### config.mk
export PLATFORM = sky130hd
export DESIGN_NAME = muldiv_unit
export DESIGN_NICKNAME = d
export VERILOG_FILES = /design/src/rtl/muldiv_pkg.sv /design/src/rtl/muldiv_step.sv /design/src/rtl/muldiv_unit.sv
export SDC_FILE = /design/constraint.sdc
export NUM_CORES = 1
export LEC_CHECK = 0
export BUFFER_PORTS_ARGS = -buffer_cell sky130_fd_sc_hd__buf_2
export CAP_MARGIN = 20
export CORE_MARGIN = 1.5
export CORE_UTILIZATION = 50
export CTS_BUF_LIST = sky130_fd_sc_hd__clkbuf_8
export DETAILED_ROUTE_END_ITERATION = 7
export PLACE_DENSITY_LB_ADDON = 0.3
export SYNTH_ARGS = -nofsm -noshare
export SYNTH_HDL_FRONTEND = slang
export SYNTH_HIERARCHICAL = 1
export SYNTH_SLANG_ARGS = --single-unit
export TNS_END_PERCENT = 100
### constraint.sdc
create_clock -name clock -period 9.1 [get_ports clock]
set_input_delay 1.82 -clock clock [delete_from_list [all_inputs] [get_ports clock]]
set_output_delay 1.82 -clock clock [all_outputs]
set_load 0.02 [all_outputs]
### src/rtl/muldiv_pkg.sv
// muldiv_pkg: shared constants, opcode encodings and FSM state type for muldiv_unit.
// Build option: MULDIV_DIV_EN (see muldiv_unit.sv) does not change anything in this package.
package muldiv_pkg;

    localparam int XLEN  = 64;
    localparam int CNT_W = 6;

    localparam logic [2:0] F3_MUL    = 3'b000;
    localparam logic [2:0] F3_MULH   = 3'b001;
    localparam logic [2:0] F3_MULHSU = 3'b010;
    localparam logic [2:0] F3_MULHU  = 3'b011;
    localparam logic [2:0] F3_DIV    = 3'b100;
    localparam logic [2:0] F3_DIVU   = 3'b101;
    localparam logic [2:0] F3_REM    = 3'b110;
    localparam logic [2:0] F3_REMU   = 3'b111;

    typedef enum logic [1:0] {
        ST_IDLE = 2'd0,
        ST_RUN  = 2'd1,
        ST_FIX  = 2'd2,
        ST_DONE = 2'd3
    } muldiv_state_t;

    // rs1 is treated as signed for every op except MULHU, DIVU and REMU.
    function automatic logic a_is_signed(input logic [2:0] f3);
        return (f3 == F3_MUL) || (f3 == F3_MULH) || (f3 == F3_MULHSU) ||
               (f3 == F3_DIV) || (f3 == F3_REM);
    endfunction

    // rs2 is signed only for MUL, MULH, DIV and REM (MULHSU takes it unsigned).
    function automatic logic b_is_signed(input logic [2:0] f3);
        return (f3 == F3_MUL) || (f3 == F3_MULH) || (f3 == F3_DIV) || (f3 == F3_REM);
    endfunction

endpackage

### src/rtl/muldiv_step.sv
// muldiv_step: one combinational iteration of the shared 128-bit accumulator.
//   multiply: acc = {hi, lo}; lo holds the unconsumed multiplier bits. Add the
//             multiplicand into hi when lo[0] is set, then shift {carry, hi, lo} right.
//   divide:   acc = {remainder, quotient}; shift left, trial-subtract the divisor,
//             keep the difference and set the quotient bit when it does not go negative.
// Build option: MULDIV_DIV_EN; when undefined the divide path is absent and the
// multiply step is produced for every request.
module muldiv_step
    import muldiv_pkg::*;
(
    input  logic                i_is_div,
    input  logic [2*XLEN-1:0]   i_acc,
    input  logic [XLEN-1:0]     i_operand,
    output logic [2*XLEN-1:0]   o_acc
);

    logic [XLEN:0]      w_mul_sum;
    logic [2*XLEN-1:0]  w_mul_next;

    // Multiply: conditional add into the high half, then a 1-bit right shift with carry-in.
    always_comb begin
        w_mul_sum  = {1'b0, i_acc[2*XLEN-1:XLEN]} + (i_acc[0] ? {1'b0, i_operand} : '0);
        w_mul_next = {w_mul_sum, i_acc[XLEN-1:1]};
    end

`ifdef MULDIV_DIV_EN
    logic [XLEN:0]      w_rem_sh;
    logic [XLEN:0]      w_diff;
    logic [2*XLEN-1:0]  w_div_next;

    // Divide: restoring step; the remainder stays below the divisor so 65 bits hold the trial.
    always_comb begin
        w_rem_sh = {i_acc[2*XLEN-1:XLEN], i_acc[XLEN-1]};
        w_diff   = w_rem_sh - {1'b0, i_operand};
        if (!w_diff[XLEN])
            w_div_next = {w_diff[XLEN-1:0], i_acc[XLEN-2:0], 1'b1};
        else
            w_div_next = {w_rem_sh[XLEN-1:0], i_acc[XLEN-2:0], 1'b0};
    end

    // Select the step matching the operation in flight.
    always_comb begin
        o_acc = i_is_div ? w_div_next : w_mul_next;
    end
`else
    logic w_unused_is_div;

    // Only the multiplier exists in this build.
    always_comb begin
        w_unused_is_div = i_is_div;
        o_acc           = w_mul_next;
    end
`endif

endmodule

### src/rtl/muldiv_unit.sv
// muldiv_unit: iterative RV64M multiply/divide, one bit per clock, fixed cadence of
// one operation per 67 cycles regardless of opcode or operand values.
// Build option: MULDIV_DIV_EN defined implements all eight ops; undefined removes the
// divider, and funct3[2]=1 requests still run the full sequence but finish with
// result=0 and no register write.
// Handshake: start is taken only when the FSM is in IDLE (inputs are captured on that
// edge and ignored afterwards); busy is high from acceptance through the done cycle;
// done is a one-cycle pulse one edge after the DONE state; regWrite is done qualified
// by rdOut!=0; result/rdOut stay valid from the done cycle until the next accepted start.
module muldiv_unit
    import muldiv_pkg::*;
#(
    parameter int XLEN = 64
) (
    input  logic                clock,
    input  logic                reset,
    input  logic                start,
    input  logic [2:0]          funct3,
    input  logic [XLEN-1:0]     operandA,
    input  logic [XLEN-1:0]     operandB,
    input  logic [4:0]          rdIn,
    output logic                busy,
    output logic                done,
    output logic [XLEN-1:0]     result,
    output logic [4:0]          rdOut,
    output logic                regWrite,
    output muldiv_state_t       o_dbg_state
);

    muldiv_state_t      r_state;
    muldiv_state_t      w_state_nxt;
    logic [CNT_W-1:0]   r_cnt;
    logic [2*XLEN-1:0]  r_acc;
    logic [XLEN-1:0]    r_opnd;
    logic [2:0]         r_funct3;
    logic [4:0]         r_rd;
    logic               r_sign_a;
    logic               r_sign_b;
    logic [XLEN-1:0]    r_result;
    logic               r_done;

    logic               w_accept;
    logic               w_sign_a;
    logic               w_sign_b;
    logic [XLEN-1:0]    w_mag_a;
    logic [XLEN-1:0]    w_mag_b;
    logic [2*XLEN-1:0]  w_step_acc;
    logic [2*XLEN-1:0]  w_prod;
    logic [XLEN-1:0]    w_fix_result;
    logic               w_wr_ok;

`ifdef MULDIV_DIV_EN
    logic               r_ovf;
    logic               w_ovf_in;
    logic [XLEN-1:0]    w_quot_s;
    logic [XLEN-1:0]    w_rem_s;
    logic               w_div0;
`endif

    // Sign flags and magnitudes of the incoming operands, as seen at acceptance.
    always_comb begin
        w_sign_a = a_is_signed(funct3) & operandA[XLEN-1];
        w_sign_b = b_is_signed(funct3) & operandB[XLEN-1];
        w_mag_a  = w_sign_a ? -operandA : operandA;
        w_mag_b  = w_sign_b ? -operandB : operandB;
    end

`ifdef MULDIV_DIV_EN
    // The single signed-overflow case -2^63 / -1 is recognised before the operands are lost.
    always_comb begin
        w_ovf_in = ((funct3 == F3_DIV) || (funct3 == F3_REM)) &&
                   (operandA == {1'b1, {(XLEN-1){1'b0}}}) && (&operandB);
    end
`endif

    // FSM state register.
    always_ff @(posedge clock or negedge reset) begin
        if (!reset)
            r_state <= ST_IDLE;
        else
            r_state <= w_state_nxt;
    end

    // FSM next state: 64 RUN cycles, one FIX cycle, one DONE cycle.
    always_comb begin
        w_state_nxt = r_state;
        w_accept    = 1'b0;
        case (r_state)
            ST_IDLE: begin
                if (start) begin
                    w_accept    = 1'b1;
                    w_state_nxt = ST_RUN;
                end
            end
            ST_RUN: begin
                if (r_cnt == '0)
                    w_state_nxt = ST_FIX;
            end
            ST_FIX:  w_state_nxt = ST_DONE;
            ST_DONE: w_state_nxt = ST_IDLE;
            default: w_state_nxt = ST_IDLE;
        endcase
    end

    muldiv_step u_step (
        .i_is_div   (r_funct3[2]),
        .i_acc      (r_acc),
        .i_operand  (r_opnd),
        .o_acc      (w_step_acc)
    );

    // Datapath: capture on accept, iterate in RUN, register the final value in FIX.
    always_ff @(posedge clock or negedge reset) begin
        if (!reset) begin
            r_cnt    <= '0;
            r_acc    <= '0;
            r_opnd   <= '0;
            r_funct3 <= '0;
            r_rd     <= '0;
            r_sign_a <= 1'b0;
            r_sign_b <= 1'b0;
            r_result <= '0;
            r_done   <= 1'b0;
`ifdef MULDIV_DIV_EN
            r_ovf    <= 1'b0;
`endif
        end else begin
            r_done <= (r_state == ST_DONE);
            if (w_accept) begin
                r_cnt    <= '1;
                r_funct3 <= funct3;
                r_rd     <= rdIn;
                r_sign_a <= w_sign_a;
                r_sign_b <= w_sign_b;
`ifdef MULDIV_DIV_EN
                r_ovf    <= w_ovf_in;
`endif
                if (funct3[2]) begin
                    r_opnd <= w_mag_b;
                    r_acc  <= {{XLEN{1'b0}}, w_mag_a};
                end else begin
                    r_opnd <= w_mag_a;
                    r_acc  <= {{XLEN{1'b0}}, w_mag_b};
                end
            end else if (r_state == ST_RUN) begin
                r_acc <= w_step_acc;
                r_cnt <= r_cnt - CNT_W'(1);
            end else if (r_state == ST_FIX) begin
                r_result <= w_fix_result;
            end
        end
    end

`ifdef MULDIV_DIV_EN
    // Quotient sign follows the operand signs; remainder sign follows the dividend.
    always_comb begin
        w_quot_s = (r_sign_a ^ r_sign_b) ? -r_acc[XLEN-1:0] : r_acc[XLEN-1:0];
        w_rem_s  = r_sign_a ? -r_acc[2*XLEN-1:XLEN] : r_acc[2*XLEN-1:XLEN];
        w_div0   = (r_opnd == '0);
    end
`endif

    // Fixup: product sign correction, result select and divide special cases.
    always_comb begin
        w_prod       = (r_sign_a ^ r_sign_b) ? -r_acc : r_acc;
        w_fix_result = '0;
        case (r_funct3)
            F3_MUL:                       w_fix_result = w_prod[XLEN-1:0];
            F3_MULH, F3_MULHSU, F3_MULHU: w_fix_result = w_prod[2*XLEN-1:XLEN];
`ifdef MULDIV_DIV_EN
            F3_DIV, F3_DIVU: begin
                if (w_div0)
                    w_fix_result = '1;
                else if (r_ovf)
                    w_fix_result = {1'b1, {(XLEN-1){1'b0}}};
                else
                    w_fix_result = w_quot_s;
            end
            F3_REM, F3_REMU: begin
                // A zero divisor leaves the untouched dividend in the remainder half.
                if (w_div0)
                    w_fix_result = w_rem_s;
                else if (r_ovf)
                    w_fix_result = '0;
                else
                    w_fix_result = w_rem_s;
            end
`endif
            default: w_fix_result = '0;
        endcase
    end

    // Write permission: divide requests never write when the divider is absent.
    always_comb begin
`ifdef MULDIV_DIV_EN
        w_wr_ok = 1'b1;
`else
        w_wr_ok = ~r_funct3[2];
`endif
    end

    assign busy        = (r_state != ST_IDLE) | r_done;
    assign done        = r_done;
    assign result      = r_result;
    assign rdOut       = r_rd;
    assign regWrite    = r_done & (r_rd != 5'd0) & w_wr_ok;
    assign o_dbg_state = r_state;

endmodule

==> flow_summary.json <==
{
  "critPathKind": "reg -> reg",
  "ys_seq_area_share_pct": 29.0,
  "rows": 79,
  "finalSetupTns_ps": 0,
  "avgSynthCellArea_um2": 8.15,
  "cts_sinks": 275,
  "power_leakage_nw": 11.6,
  "drt_iter0_drc": 3483,
  "fin_nets": 3180,
  "gr-usage-met2_pct": 57.8,
  "synthTopCellsByArea": "dfrtp_1, xnor2_1, mux2i_1, nand2_1, nor2_1",
  "worst_slew_pin_slew_ps": 1180,
  "synth_most_common_cell": "nand2_1",
  "dp_hpwl_mm": 76.2,
  "ant_nets": 0,
  "fin_crit_sh_pct": 50.8,
  "grt_pass1_wl_mm": 147,
  "num_vias": 24667,
  "synth_largest_area_cell": "dfrtp_1",
  "first_global_vias": 22775,
  "met3_usage_pct": 11.0,
  "cts_tree": "yes",
  "rr_worst_depth": 15,
  "violations": "DRC",
  "placed_area_mm2": 0.0246,
  "rsz0062_at_grt": "false",
  "grt_antenna_before_repair": 1,
  "cts_resized": 0,
  "worst_r2r_startpoint": "r_acc[0]$_DFFE_PN0P_",
  "synth_cell_types": 99,
  "drc": 6,
  "fin_area_mm2": 0.0257,
  "cap_violations": 0,
  "syn-num-nets": 3123,
  "critPathLaunchType": "register",
  "report.final.slew_viol_count": 0,
  "ys_warn_count": 6,
  "drt-vias-per-instance": 6.83,
  "synth-main-ff-cell": "dfrtp_1",
  "synth.top_cell.area_share_pct": 29.0,
  "synthTopCellsByCount": "nand2_1, nor2_1, dfrtp_1, a21oi_1, xnor2_1",
  "overflow": 0,
  "cts.clk_slew.worst_paths_ps": 60,
  "wire_per_inst_um": 27.8,
  "die_h_um": 221,
  "pin_count": 213,
  "grt_start_max_net_pins": 142,
  "diodes": 0,
  "pwr_density_cell_mw_per_mm2": 110,
  "cts_root_buf": "clkbuf_8",
  "async_flop_share_pct": 100,
  "place.port_buffers": 212,
  "grt_util_all_layers_pct": 40.8,
  "holdBufCountCts": 0,
  "areaGrowthSynthToFinish_pct": 8.49,
  "final-hold-violation-count": 0,
  "slew_headroom_pct": 20.8,
  "hp-class": "reg -> reg",
  "finalClockSkew_ps": 27.1,
  "die_area_mm2": 0.0487,
  "max_freq_mhz": 216,
  "post_cts_buffers": 0,
  "cp-end-kind": "register",
  "cp_max_fo": 69,
  "synth_edf_count": 0,
  "clk_latency_ps": 700,
  "grtUsageMet1_pct": 58.6,
  "r2r_end": "r_acc[113]$_DFFE_PN0P_",
  "holdWs_ps": 483,
  "setup_violations": 0,
  "place_congestion": 1.04,
  "dr.pass1.iters": 8,
  "drt-total-wl_mm": 100,
  "hold_depth": 2,
  "post-place-cells": 3517,
  "vdd_drop_max_uv": 95.6,
  "synth_cells": 2908,
  "core_mm2": 0.0467,
  "rrSetupSlack_ps": 4480,
  "initial_utilization_pct": 50.8,
  "fin_cells": 3613,
  "layout-drive-gt1-share_pct": 13.1,
  "htreeDepth": 2,
  "crit_arrival_ps": 5230,
  "status": "finished with violations",
  "synth_seq_cells": 275,
  "fin_crit_ps": 4620,
  "min-delay-start": "r_opnd[0]$_DFFE_PN0P_",
  "fp.dieW_um": 221,
  "cp.required_ps": 9710,
  "cts_buffers": 53,
  "netlist_area_mm2": 0.0237,
  "min_to": "r_opnd[0]$_DFFE_PN0P_",
  "grt.busiest_layer": "met1",
  "cts_buffer_depth": 3
}
-- through the flow --
step	total power (W)	worst slack [ps]	util, %
final	0.00283	4480	55.1
after global routing	0.00291	4400	55.1
after CTS	0.00283	4630	55.1
after detailed placement	0.00149	4290	52.8
after global placement	0.00149	4320	52.7
after floorplan	0.00137	5070	-
-- power breakdown --
| group | internal [W] | switching [W] | total [W] | leakage [nW] |
|---|---|---|---|---|
| sequential | 0.00122 | 0 | 0.00122 | 3.44 |
| clock | 0.000719 | 0.000629 | 0.00135 | 0.629 |
| combinational | 0.0000837 | 0.000172 | 0.000256 | 7.56 |
| total | 0.00203 | 0.000801 | 0.00283 | 11.6 |
-- metal layers --
metal | share of wire [%] | wire length, um | vias up
met5 | 0 | 0 | -
met4 | 4.0 | 4020 | 0
met3 | 12 | 12500 | 251
met2 | 41 | 41100 | 1674
met1 | 43 | 42900 | 11930
li1 | - | - | 10812
-- cells by family after synthesis --
group	count (synthesis)	share of synthesized area (%)
and+or+nand+nor	1097	23.2
AOI/OAI and AO/OA	759	21.4
xor gates and xnor gates	282	10.4
buffers and inverters	280	5.97
DFF	275	29.0
muxes	139	5.94
adders and majority gates	76	4.04
-- placed cells by master (no fill, tap or decap), drive strengths merged, types with 32 or more instances in the layout --
master  count
a31oi      50
nand3      40
o21ai     150
xnor2     161
nor3      106
nand4      48
inv        56
o31ai      35
and2       80
nand2     290
buf       241
dfrtp     275
nor4       72
mux2i     125
xor2      121
nor2      285
clkbuf     63
ha         75
or3        32
a21oi     195
o221ai     63
-- worst max path at each step --
stage | start | end | slack (ps) | depth (start not counted)
final | r_acc[0]$_DFFE_PN0P_ | r_acc[113]$_DFFE_PN0P_ | 4480 | 15
after global routing | r_acc[0]$_DFFE_PN0P_ | r_acc[113]$_DFFE_PN0P_ | 4400 | 13
after CTS | r_acc[0]$_DFFE_PN0P_ | r_acc[113]$_DFFE_PN0P_ | 4630 | 15
after detailed placement | operandB[22] | r_acc[58]$_DFFE_PN0P_ | 4290 | 8
after global placement | operandB[22] | r_acc[58]$_DFFE_PN0P_ | 4320 | 8
after floorplan | operandA[24] | r_acc[55]$_DFFE_PN0P_ | 5070 | 8
-- state kept, by name, summed over array words and instances (netlist names) --
register     count
done             1
r_opnd          64
r_cnt            6
r_funct3         3
rdOut            5
r_sign_b         1
r_sign_a         1
r_acc          128
o_dbg_state      2
result          64
-- area by class of cell --
type / count / area [um^2]
Tap cell: 607 / 759
Sequential cell: 275 / 6880
Inverter: 41 / 154
Multi-Input combinational cell: 2353 / 15500
Timing Repair Buffer: 241 / 1320
Fill cell: 4436 / 20900
Clock buffer: 63 / 867
Clock inverter: 33 / 246
-- critical path, stage by stage (launching register included) --
cell       delay (ps)
dfrtp_1           360
buf_4             280
and2_1            240
ha_1              220
fa_1              420
a21o_1            230
and4_1            220
o21ai_0           220
o211ai_1          260
o2111ai_1         690
a21boi_0          410
nor2_1            410
nor4_1             90
a311oi_1          230
mux2i_1           110
nor2_1            110
No activity file was read; power rests on OpenSTA's default activity.
